`config.mk`:
```
export PLATFORM = sky130hd
export DESIGN_NAME = frequency_decoder
export DESIGN_NICKNAME = d
export VERILOG_FILES = /design/src/rtl/frequency_decoder.sv
export SDC_FILE = /design/constraint.sdc
export NUM_CORES = 1
export LEC_CHECK = 0
export CAP_MARGIN = 20
export CORE_UTILIZATION = 29
export DETAILED_ROUTE_END_ITERATION = 7
export PLACE_DENSITY = 0.42
export SETUP_SLACK_MARGIN = 0.3
export SLEW_MARGIN = 25
export SYNTH_ARGS = -nofsm -noshare
export SYNTH_HDL_FRONTEND = slang
export SYNTH_SLANG_ARGS = --single-unit
```
`constraint.sdc`:
```
create_clock -name CLK -period 7.7 [get_ports CLK]
set_input_delay 0.77 -clock CLK [delete_from_list [all_inputs] [get_ports CLK]]
set_output_delay 0.77 -clock CLK [all_outputs]
set_load 0.01 [all_outputs]
```
`src/rtl/frequency_decoder.sv`:
```
// Measures the period of FREQ_IN in CLK cycles and averages 2^AVG_LOG2 periods.
// Rejects edges closer than MIN_PERIOD and flags loss of signal after TIMEOUT cycles.
module frequency_decoder #(
  parameter int unsigned CLOCK_FREQ = 50_000_000,
  parameter int unsigned LOW_FREQ   = 1_000,
  parameter int unsigned HIGH_FREQ  = 20_000_000,
  parameter int unsigned AVG_LOG2   = 2,
  localparam int unsigned MAX_PERIOD  = CLOCK_FREQ / LOW_FREQ,
  localparam int unsigned MIN_PERIOD  = (CLOCK_FREQ / HIGH_FREQ > 2) ? CLOCK_FREQ / HIGH_FREQ : 2,
  localparam int unsigned TIMEOUT     = 2 * MAX_PERIOD,
  localparam int unsigned PERIOD_BITS = $clog2(TIMEOUT + 1)
) (
  input  logic                   CLK,
  input  logic                   RST_N,
  input  logic                   FREQ_IN,
  output logic [PERIOD_BITS-1:0] PERIOD_OUT,
  output logic                   PERIOD_VALID,
  output logic                   NO_SIGNAL
);

  localparam int unsigned ACC_BITS = PERIOD_BITS + AVG_LOG2;

  typedef enum logic {IDLE, MEASURE} state_t;

  state_t                 state, state_d;
  logic                   s1, s2, s3;
  logic                   rise, accept, timeout;
  logic [PERIOD_BITS-1:0] cnt, cnt_d, cnt_inc;
  logic [ACC_BITS-1:0]    acc, acc_d, acc_sum;
  logic [AVG_LOG2-1:0]    n, n_d;
  logic [PERIOD_BITS-1:0] period_d;
  logic                   valid_d, no_signal_d;

  // Two-flop synchronizer plus a history flop for rising-edge detection
  always_ff @(posedge CLK or negedge RST_N) begin
    if (!RST_N) begin
      s1 <= 1'b0;
      s2 <= 1'b0;
      s3 <= 1'b0;
    end else begin
      s1 <= FREQ_IN;
      s2 <= s1;
      s3 <= s2;
    end
  end

  assign rise    = s2 & ~s3;
  assign timeout = (cnt == PERIOD_BITS'(TIMEOUT));
  assign cnt_inc = timeout ? cnt : cnt + 1'b1;
  assign accept  = rise && (cnt >= PERIOD_BITS'(MIN_PERIOD));
  assign acc_sum = acc + ACC_BITS'(cnt);

  always_ff @(posedge CLK or negedge RST_N) begin
    if (!RST_N) begin
      state        <= IDLE;
      cnt          <= '0;
      acc          <= '0;
      n            <= '0;
      PERIOD_OUT   <= '0;
      PERIOD_VALID <= 1'b0;
      NO_SIGNAL    <= 1'b1;
    end else begin
      state        <= state_d;
      cnt          <= cnt_d;
      acc          <= acc_d;
      n            <= n_d;
      PERIOD_OUT   <= period_d;
      PERIOD_VALID <= valid_d;
      NO_SIGNAL    <= no_signal_d;
    end
  end

  // An accepted edge takes priority over a simultaneous timeout
  always_comb begin
    state_d     = state;
    cnt_d       = cnt_inc;
    acc_d       = acc;
    n_d         = n;
    period_d    = PERIOD_OUT;
    valid_d     = 1'b0;
    no_signal_d = NO_SIGNAL;
    case (state)
      IDLE: begin
        if (rise) begin
          state_d = MEASURE;
          cnt_d   = PERIOD_BITS'(1);
          acc_d   = '0;
          n_d     = '0;
        end
      end
      MEASURE: begin
        if (accept) begin
          cnt_d = PERIOD_BITS'(1);
          if (n == {AVG_LOG2{1'b1}}) begin
            period_d    = PERIOD_BITS'(acc_sum >> AVG_LOG2);
            valid_d     = 1'b1;
            no_signal_d = 1'b0;
            acc_d       = '0;
            n_d         = '0;
          end else begin
            acc_d = acc_sum;
            n_d   = n + 1'b1;
          end
        end else if (timeout) begin
          state_d     = IDLE;
          no_signal_d = 1'b1;
          period_d    = '0;
          acc_d       = '0;
          n_d         = '0;
        end
      end
      default: state_d = IDLE;
    endcase
  end

endmodule
```
==> impl_results.md <==
- Synthesized cell area: 0.00330 mm²
- Pwr per Cell Area: 241 mW/mm²
- Vias in the first global route: 2586
- Largest net degree at the start of global routing: 62
- DRT Pass-1 Iters: 4
- DR vias: 2435
- Resized cells post-CTS: 0
- CTS tree: done
- Die area: 0.0118 mm²
- Overflow after GRT: 0
- Worst VDD drop: 101 µV
- Register area share after synthesis: 0.464
- Design Area, Final: 0.00393 mm²
- Synth cell types: 46
- CP Launch Type: flip-flop
- Input/output buffers: 21
- Postcts setup bufs: 0
- Multi-input gate area: 0.00173 mm²
- Cts hold-fix bufs: 0
- Crit-path slowest cell: dfrtp_1
- Antenna cells: 0
- Num rows: 38
- Initial core utilization: 0.301
- Dpl cells: 486
- Worst Path Required: 7.91 ns
- # clock sinks: 61
- Max-slew violations: 0
- Fmax: 328 MHz
- Status: finished clean
- Synthesized instance count: 331
- Syn avg cell area: 9.96 µm²
- Setup CP Type: reg2reg
- Clk buf depth: 2
- Post-Place Worst Slack: 4.65 ns
- Worst-Skew Late Latency: 0.32 ns
- CP delay by family, top: compound AO/OA/AOI/OAI gates
- Non-Filler Instances: 501
- Critical path capture point type: flip-flop
- Total Power: 947 µW
- Placer Congestion: 0.836
- Final core occ: 0.359
- First-pass GRT wire length: 13700 µm
- Final worst slack: 4.65 ns
- Clock Skew: 0.00636 ns
- Initial DRC Count: 72
- Crit Path Max Fanout: 4
- Tmin final: 3.05 ns
- Max_cap viols: 0
- Final hold slack: 0.353 ns
- Synth warn: 0
- Setup Viol. Count Final: 0
- Register Area: 0.00153 mm²
- DIE WIDTH: 109 µm
- H-tree lvl count: 3
- Clk Tree Root Cell: clkbuf_16
- Worst Max-Slew Pin Slew: 0.885 ns
- Final Hold Fails: 0
- Fill count: 1142
- Synthesized Nets: 356
- RSZ-0062 raised after global routing: false
- Static leakage: 1.78 nW
- Drt via density: 4.86
- Final Routed Wirelength: 7970 µm
- Share of cells above drive strength 1: 0.0720
- Area added between synthesis and finish: 19.3%
- Die height: 109 µm
- Setup TNS: 0 ns
- Placed cell area: 0.00367 mm²
- CP bufs+invs: 0
- Final period util: 0.396
- Worst path cell trace: ha_1 > fa_1 > and3_1 > o32ai_4 > a21oi_2 > a211o_2 > and3_4 > or3_1 > a32o_1
- Max_slew headroom: 0.410
- IO Pins: 22
- Yosys reg bits: 61
- Top FF cell, synth: dfrtp_1
- Post-synth ARST share: 1.00
- Initial antenna violation count: 0
- Worst-path clk slew: 0.05 ns
- Core area: 0.0109 mm²
- # nets final: 382
- Routed len/inst: 15.9 µm
- EDFF count, synth: 0
- Crit-path max cell delay: 0.41 ns
- Worst Hold Class: reg2reg
- GRT Overall Usage: 0.156
- Antenna-violating nets left: 0
- Inserted Clock Buffers: 9
- Hpwl dp: 5730 µm
- Critical path data arrival time: 3.26 ns
- Drt drc: 0
[layout make-up]
| cell class | instances | share of cell area |
|---|---|---|
| clock buffer | 13 | 0.0637 |
| tap | 140 | 0.0446 |
| sequential | 61 | 0.389 |
| clock inverter | 2 | 0.00255 |
| multi-input combinational | 256 | 0.439 |
| inverter | 6 | 0.00573 |
| timing repair buffer | 23 | 0.0560 |
[report_power, final]
group / leakage [nW] / switching, mW / internal [mW]
clock network: 0.129 / 0.132 / 0.223
registers: 0.823 / 0.0369 / 0.353
logic: 0.824 / 0.120 / 0.0823
total: 1.78 / 0.289 / 0.658
[cell usage after synthesis (4+ instances only)]
master,instances,area share
a21oi_1,15,0.023
o21ai_0,31,0.047
and3_1,6,0.011
ha_1,21,0.080
a21o_1,8,0.018
nor2b_1,6,0.011
clkbuf_1,6,0.0068
nor2_1,24,0.027
a22o_1,13,0.035
xnor2_1,14,0.037
xor2_1,16,0.043
dfrtp_1,60,0.46
and2_1,5,0.0095
nand3_1,10,0.015
inv_1,5,0.0057
a32o_1,4,0.012
nand2_1,45,0.051
[registers in the layout, summed over array words and instances, names as in the netlist]
register and cells:
NO_SIGNAL 1, PERIOD_OUT 17, s1 1, acc 19
state 1, PERIOD_VALID 1, n 2, s2 1
s3 1, cnt 17
[worst paths after layout]
check	end	from	cells after the start	slack (ns)
max	acc[16]	cnt[0]	9	4.65
min in group asynchronous	cnt[10]	RST_N	2	0.63
min	s2	s1	0	0.35
min reg2reg	s2	s1	0	0.35
max reg2reg	acc[16]	cnt[0]	9	4.65
max in group asynchronous	PERIOD_OUT[6]	RST_N	2	6.54
[metal layers]
metal | part of all wire | track usage | up-vias | wire length [µm]
met5 | 0 | 0 | - | 0
li1 | - | - | 1226 | -
met1 | 0.48 | 0.197 | 1161 | 3830
met4 | 0.018 | 0.0560 | 0 | 146
met2 | 0.48 | 0.260 | 33 | 3790
met3 | 0.025 | 0.0362 | 15 | 203
[layout by cell type (no fill, tap or decap), types with 9 or more instances in the layout]
cell             instances
dfrtp_1                 60
nand2_1                 45
o21ai_0                 31
nor2_1                  24
ha_1                    21
clkdlybuf4s50_1         20
xor2_1                  16
xnor2_1                 14
a21oi_1                 14
a22o_1                  13
nand3_1                 10
clkbuf_16                9
[logic make-up (layout without fill, tap and decap cells)]
kind of cell,after synthesis,after routing,share of synthesized area
buffers and inverters,14,44,0.0167
muxes,1,1,0.00304
xor gates and xnor gates,30,30,0.0797
and+or+nand+nor,115,115,0.169
DFF,61,61,0.464
adders and majority gates,22,22,0.0858
AOI/OAI and AO/OA,88,88,0.182
Note: power is estimated with default switching activity, not from simulation.
